===== src/rtl/muldiv_unit.sv =====
`timescale 1ns/1ps
// Iterative radix-2 multiply/divide unit: one shift-add or restoring
// shift-subtract step per cycle on operand magnitudes, signs fixed at the end.
module muldiv_unit #(
    parameter int WIDTH = 32
) (
    input  logic             clk,
    input  logic             reset,
    input  logic             start,
    input  logic [1:0]       op,
    input  logic [WIDTH-1:0] a,
    input  logic [WIDTH-1:0] b,
    output logic             busy,
    output logic             done,
    output logic             div_zero,
    output logic [WIDTH-1:0] hi,
    output logic [WIDTH-1:0] lo
);

    localparam int CW = $clog2(WIDTH + 1);

    typedef enum logic [1:0] {
        IDLE = 2'd0,
        RUN  = 2'd1,
        FIN  = 2'd2
    } state_t;

    state_t state_q, state_d;
    logic [CW-1:0] cnt_q, cnt_d;
    logic [WIDTH-1:0] acc_q, acc_d, aux_q, aux_d, opd_q, opd_d;
    logic [WIDTH-1:0] hi_q, hi_d, lo_q, lo_d;
    logic is_div_q, is_div_d, negq_q, negq_d, negr_q, negr_d;
    logic dz_q, dz_d, done_q, done_d, dzo_q, dzo_d;

    logic sgn, a_neg, b_neg;
    logic [WIDTH-1:0] a_mag, b_mag, madd, q_fix, r_fix;
    logic [WIDTH:0] msum, trial, diff;
    logic [2*WIDTH-1:0] prod, prod_fix;

    assign sgn   = ~op[0];
    assign a_neg = sgn & a[WIDTH-1];
    assign b_neg = sgn & b[WIDTH-1];
    assign a_mag = a_neg ? -a : a;
    assign b_mag = b_neg ? -b : b;

    // acc holds the product high half / partial remainder,
    // aux the multiplier bits / dividend bits becoming the quotient
    assign madd  = aux_q[0] ? opd_q : '0;
    assign msum  = {1'b0, acc_q} + {1'b0, madd};
    assign trial = {acc_q, aux_q[WIDTH-1]};
    assign diff  = trial - {1'b0, opd_q};

    assign prod     = {acc_q, aux_q};
    assign prod_fix = negq_q ? -prod : prod;
    assign q_fix    = negq_q ? -aux_q : aux_q;
    assign r_fix    = negr_q ? -acc_q : acc_q;

    always_comb begin
        state_d  = state_q;
        cnt_d    = cnt_q;
        acc_d    = acc_q;
        aux_d    = aux_q;
        opd_d    = opd_q;
        hi_d     = hi_q;
        lo_d     = lo_q;
        is_div_d = is_div_q;
        negq_d   = negq_q;
        negr_d   = negr_q;
        dz_d     = dz_q;
        done_d   = 1'b0;
        dzo_d    = 1'b0;
        unique case (state_q)
            IDLE: begin
                if (start) begin
                    is_div_d = op[1];
                    negq_d   = a_neg ^ b_neg;
                    negr_d   = a_neg;
                    dz_d     = op[1] && (b == '0);
                    cnt_d    = CW'(WIDTH);
                    acc_d    = '0;
                    aux_d    = op[1] ? a_mag : b_mag;
                    opd_d    = op[1] ? b_mag : a_mag;
                    state_d  = (op[1] && (b == '0)) ? FIN : RUN;
                end
            end
            RUN: begin
                cnt_d = cnt_q - CW'(1);
                if (is_div_q) begin
                    if (!diff[WIDTH]) begin
                        acc_d = diff[WIDTH-1:0];
                        aux_d = {aux_q[WIDTH-2:0], 1'b1};
                    end else begin
                        acc_d = trial[WIDTH-1:0];
                        aux_d = {aux_q[WIDTH-2:0], 1'b0};
                    end
                end else begin
                    acc_d = msum[WIDTH:1];
                    aux_d = {msum[0], aux_q[WIDTH-1:1]};
                end
                if (cnt_q == CW'(1)) state_d = FIN;
            end
            FIN: begin
                state_d = IDLE;
                done_d  = 1'b1;
                dzo_d   = dz_q;
                if (!dz_q) begin
                    hi_d = is_div_q ? r_fix : prod_fix[2*WIDTH-1:WIDTH];
                    lo_d = is_div_q ? q_fix : prod_fix[WIDTH-1:0];
                end
            end
            default: state_d = IDLE;
        endcase
    end

    always_ff @(posedge clk or negedge reset) begin
        if (!reset) begin
            state_q  <= IDLE;
            cnt_q    <= '0;
            acc_q    <= '0;
            aux_q    <= '0;
            opd_q    <= '0;
            hi_q     <= '0;
            lo_q     <= '0;
            is_div_q <= 1'b0;
            negq_q   <= 1'b0;
            negr_q   <= 1'b0;
            dz_q     <= 1'b0;
            done_q   <= 1'b0;
            dzo_q    <= 1'b0;
        end else begin
            state_q  <= state_d;
            cnt_q    <= cnt_d;
            acc_q    <= acc_d;
            aux_q    <= aux_d;
            opd_q    <= opd_d;
            hi_q     <= hi_d;
            lo_q     <= lo_d;
            is_div_q <= is_div_d;
            negq_q   <= negq_d;
            negr_q   <= negr_d;
            dz_q     <= dz_d;
            done_q   <= done_d;
            dzo_q    <= dzo_d;
        end
    end

    assign busy     = (state_q != IDLE);
    assign done     = done_q;
    assign div_zero = dzo_q;
    assign hi       = hi_q;
    assign lo       = lo_q;

endmodule


===== config.mk =====
export PLATFORM = sky130hd
export DESIGN_NAME = muldiv_unit
export DESIGN_NICKNAME = d
export VERILOG_FILES = /design/src/rtl/muldiv_unit.sv
export SDC_FILE = /design/constraint.sdc
export NUM_CORES = 1
export LEC_CHECK = 0
export CELL_PAD_IN_SITES_DETAIL_PLACEMENT = 1
export CELL_PAD_IN_SITES_GLOBAL_PLACEMENT = 1
export CORE_MARGIN = 1.5
export CORE_UTILIZATION = 44
export DETAILED_ROUTE_END_ITERATION = 16
export GPL_TIMING_DRIVEN = 0
export PLACE_DENSITY = 0.79
export SLEW_MARGIN = 20
export SYNTH_ARGS = -nofsm -noshare
export SYNTH_HDL_FRONTEND = slang
export SYNTH_SLANG_ARGS = --single-unit

===== constraint.sdc =====
create_clock -name clk -period 4.07 [get_ports clk]
set_input_delay 0.814 -clock clk [delete_from_list [all_inputs] [get_ports clk]]
set_output_delay 0.814 -clock clk [all_outputs]
set_load 0.02 [all_outputs]

Yosys cells after proc, flatten, opt, wreduce, memory -nomap -nowiden
Index checks and enable logic that the tools add are counted.
Storage, ports and cells
  register bits: 174
  latch bits: 0
  RAM bits: 0
  memory bits (read-only): 0
  bits of input ports: 69
  logic and storage cells: 66
  memories: 0
Cells by class
  add/subtract/negate cells: 8
  $mul: 0
  divide/modulo/power cells: 0
  $lt $le $gt $ge: 0
  equality and inequality tests: 5
  shift operators: 0
  multiplexer cells: 26
  bitwise gates (word level): 5
  reduce and logical (&&, ||, !) cells: 9
Operator list (count)
  2-to-1 mux 32 bit: 14
  negation 32 bit: 4
  one-hot mux 32 bit (2 select lines): 2
  2-to-1 mux 64 bit: 1
  negation 64 bit: 1
  adder 32 x 32 -> 33 bit: 1
  subtractor 33 x 32 -> 33 bit: 1
  logical NOT 32 bit: 1
  one-hot mux 6 bit (2 select lines): 1
  AND reduction 2 bit: 4
  equality test 6 x 1 -> 1 bit (second input constant): 1
  2-to-1 mux 2 bit: 3
  2-to-1 mux 6 bit: 1
  subtractor 6 x 1 -> 6 bit (second input constant): 1
  != test 2 bit (second input constant): 2
  one-hot mux 2 bit (2 select lines): 1
  nonzero test 2 bit: 2
  2-to-1 mux 1 bit: 3
  bitwise AND 1 bit: 2
  equality test 2 x 1 -> 1 bit (second input constant): 1
  equality test 2 bit (second input constant): 1
  logical NOT 2 bit: 1
  NOT 1 bit: 2
  logical AND 1 bit: 1
  XOR 1 bit: 1

Logic depth before layout (Yosys ltp)
  depth in word-level cells: 6
  depth in mapped cells: 14
  gate-level depth less buffers: 13

Least setup slack after synthesis
No wires, ideal clock.
  path kind: register to register
  start: register aux_q[0]
  end: register acc_q[30]
  setup time: 0.095 ns
  arrival time: 3.073 ns
  data required time: 3.975 ns
  setup slack: 0.901 ns
  cell stages (with the launch flop): 14
  period minus slack after synthesis: 3.169 ns
  cell sequence: dfrtp_1 inv_1 clkbuf_1 nor2_1 ha_1 o211ai_1 o211ai_1 a41oi_1 o31ai_1 a21o_1 a21oi_1 a21oi_1 mux2_2 o31ai_1
On the way
  cells in the longest elaborated chain, start to end: 4
Ends and longest elaborated chain
  from (decl): RTL line 30  | logic [WIDTH-1:0] acc_q, acc_d, aux_q, aux_d, opd_q, opd_d;
  from (signal assigned): RTL line 134  | aux_q <= aux_d;
  2-to-1 mux 32 bit: RTL line 48  | assign madd = aux_q[0] ? opd_q : '0;
  adder 32 x 32 -> 33 bit: RTL line 49  | assign msum = {1'b0, acc_q} + {1'b0, madd};
  2-to-1 mux 32 bit: RTL line 88  | if (is_div_q) begin
  one-hot mux 32 bit (2 select lines): RTL line 72  | unique case (state_q)
  to (signal assigned): RTL line 119  | acc_q <= '0;
  to (signal assigned): RTL line 133  | acc_q <= acc_d;
  to (decl): RTL line 30
Every way passes these cells.
A chain may end at the register's enable or synchronous reset.

Final worst setup path
  start: input port b[2]
  end: register aux_q[29]
On the way
  cells in the longest elaborated chain, start to end: 5
Ends and longest elaborated chain
  from (decl): RTL line 12  | input logic [WIDTH-1:0] b,
  negation 32 bit: RTL line 44  | assign b_mag = b_neg ? -b : b;
  2-to-1 mux 32 bit: RTL line 44
  2-to-1 mux 32 bit: RTL line 81  | aux_d = op[1] ? a_mag : b_mag;
  2-to-1 mux 32 bit: RTL line 74  | if (start) begin
  one-hot mux 32 bit (2 select lines): RTL line 72
Every way passes these cells. The select of a mux whose other input is x is not followed.

==> metrics.txt <==
Rows=66; critical path arrival=4.31 ns; Wirelength per Cell=23.3 um; num ports=136; Leakage=0.00718 uW; Period minus WS final=3.94 ns; CTS Buf Count=17; Setup-failing EPs final=0; Slew Limit Fails=0; routed vias=14900; slowest CP cell=nor4_1; WP data required=4.44 ns; Final Worst Setup Slack=0.131 ns; Finished Core Util=52.4%; critical path type=input port to flip-flop; port bufs=134; Max-Cap Viols=0; top-area cell type share of the netlist area=30.0%; register area share after synthesis=30.0%; area delta synth->final=17.3%; synth warn=0; Max Clock Skew=0.0174 ns; die span in x=185 um; crit path capture type=flip-flop; ys async rst share=100%; DRT antenna net count=0; Post-Synthesis Cells=1849; Tightest Pin Transition=0.910 ns; final WL=57.3 mm; CTS Sinks=174; CP startpoint kind=input port; status=finished, final reports clean; worst-case clock buffer depth=2; Die ar.=34100 um2; EDFF count, synth=0; WHS=0.375 ns; #FFs+latches synth=174; Post-Place Cells=2426; critical path, cell by cell=clkdlybuf4s50_1 -> nor4_1 -> nand4_1 -> nor3_2 -> nand3b_1 -> o41ai_1 -> xnor2_1 -> nor2_1 -> a211oi_1 -> o22a_1; share of layout cells above drive strength 1=3.87%; final std cells w/o fill=2458; nets=2143; FMAX=0.254 GHz; H-tree depth=4; DRC Markers=0; Mapped Nets=1990; initial antenna violation count=1; core area=32500 um2; vias in the first global route=14900; Yosys top cell by area=dfrtp_1; Iteration-0 DRC Markers=1125; Main synth FF type=dfrtp_1; vias per cell=6.08; largest net degree at the start of global routing=91; HP Class=input port to asynchronous set/reset pin; ranking of synthesized cells by area=dfrtp_1 30%, o21ai_0 7.1%, ha_1 6.0%, a21oi_1 5.5%, nand2_1 5.4%; Final period util=96.8%; first-pass GRT wire length=87.8 mm; most numerous cell in the Yosys netlist=nand2_1; clock-pin slew on the worst setup and hold paths=0.07 ns; Die Ht=185 um; Post-Syn Area=14500 um2; Mapped Avg Cell Area=7.84 um2; GRT Util Overall=34.0%; VDD IR max=0.000441 V; worst-skew pair later-pin latency=0.45 ns; Fillers=4032; DP Wirelength=45.6 mm; crit path max fanout=5; CTS Root Cell=clkbuf_16; Post-synth top cells=210 x nand2_1, 206 x o21ai_0, 183 x nor2_1, 174 x dfrtp_1, 158 x a21oi_1; CTS tree=built; reg2reg path depth=13; Power Dens Cells=901 nW/um2; Relative slew margins=38.6%; Placer Congestion=0.954; Starting Density=44.7%; total grt overflow=0; placement-stage worst setup slack=-0.342 ns; Crit path largest cell delay=0.65 ns; first-pass detailed-route iteration total=5; final-report hold violation count=0; number of distinct library cells after synthesis=67
-- cells in the final DEF (no fill, tap or decap), types with 29 or more instances in the layout --
cell type and instances:
nand2_1 210, o21ai_0 206, nor2_1 183, dfrtp_1 173, a21oi_1 157, clkdlybuf4s50_1 133, clkbuf_1 94, xor2_1 89
xnor2_1 86, ha_1 70, inv_1 68, mux2i_1 68, nor3_1 33, a21o_1 33, nand3_1 29
-- worst paths after layout --
path,end,from,slack (ns)
setup / recovery,aux_q[29],b[2],0.13
hold / removal,lo[16],reset,0.38
setup reg to reg,acc_q[30],aux_q[0],0.26
hold reg to reg,hi[15],hi[15],0.48
max in group asynchronous,acc_q[0],reset,2.77
min in group clk,hi[15],hi[15],0.48
-- worst max-delay path, delay by kind of cell --
kind / cells / cell delay [ns]
simple gates: 5 / 1.71
compound gates: 3 / 1.07
buf+inv: 1 / 0.50
xor+xnor: 1 / 0.21
-- stage by stage --
step / power, uW / TNS, ns / instance area, um2
after floorplan: 9900 / 0 / 14500
after global placement: 13100 / -886.33 / 16400
after detailed placement: 13400 / -1.39 / 16400
after CTS: 15100 / 0 / 17000
after global routing: 16400 / -0.0167 / 17000
final: 15300 / 0 / 17000
-- cells by family (layout without fill, tap and decap cells) --
group,after synthesis,after routing,share of synthesized area [%]
AO/OA/AOI/OAI,577,577,24.1
other,0,2,0
XOR/XNOR,175,175,10.6
multiplexers,78,78,5.47
adder cells (fa/ha/maj),72,72,6.32
flip-flops,174,174,30.0
AND/OR/NAND/NOR,594,594,18.8
buffers and inverters,179,344,4.68
-- area by class of cell --
cell class / count / area, um2 / share of cell area [%]
clock inverter: 12 / 88.8 / 0.522
multi-input combinational: 1496 / 9510 / 55.9
clock buffer: 19 / 443 / 2.60
inverter: 70 / 263 / 1.54
timing repair buffer: 135 / 1370 / 8.07
antenna: 2 / 5.00 / 0.0294
tap: 442 / 553 / 3.25
sequential: 174 / 4360 / 25.6
buffer: 108 / 420 / 2.47
-- flip-flops by register name, indices dropped and copies added (netlist names) --
register  count
aux_q        32
lo           32
div_zero      1
opd_q        32
cnt_q         6
negr_q        1
hi           32
done          1
negq_q        1
dz_q          1
acc_q        32
state_q       2
is_div_q      1
-- metal layers --
metal / vias to the layer above / GRT usage [%] / share of wire [%]
met5: - / 0 / 0
met2: 540 / 52.5 / 45
met4: 0 / 11.7 / 3.3
met3: 98 / 6.40 / 7.1
li1: 6897 / - / -
met1: 7404 / 47.2 / 45
-- report_power, final --
part / switching [uW] / total (uW) / internal (uW)
logic: 6450 / 10300 / 3820
clock network: 805 / 1610 / 801
registers: 938 / 3440 / 2510
total: 8200 / 15300 / 7130
-- what timing repair did --
item | CTS | global route
setup endpoints to repair | 9 | 40
buffers inserted | 0 | 0
hold buffers | 0 | 0
hold endpoints to repair | 0 | 0
gates resized for setup | 4 | 12
(Power assumes the default switching activity.)
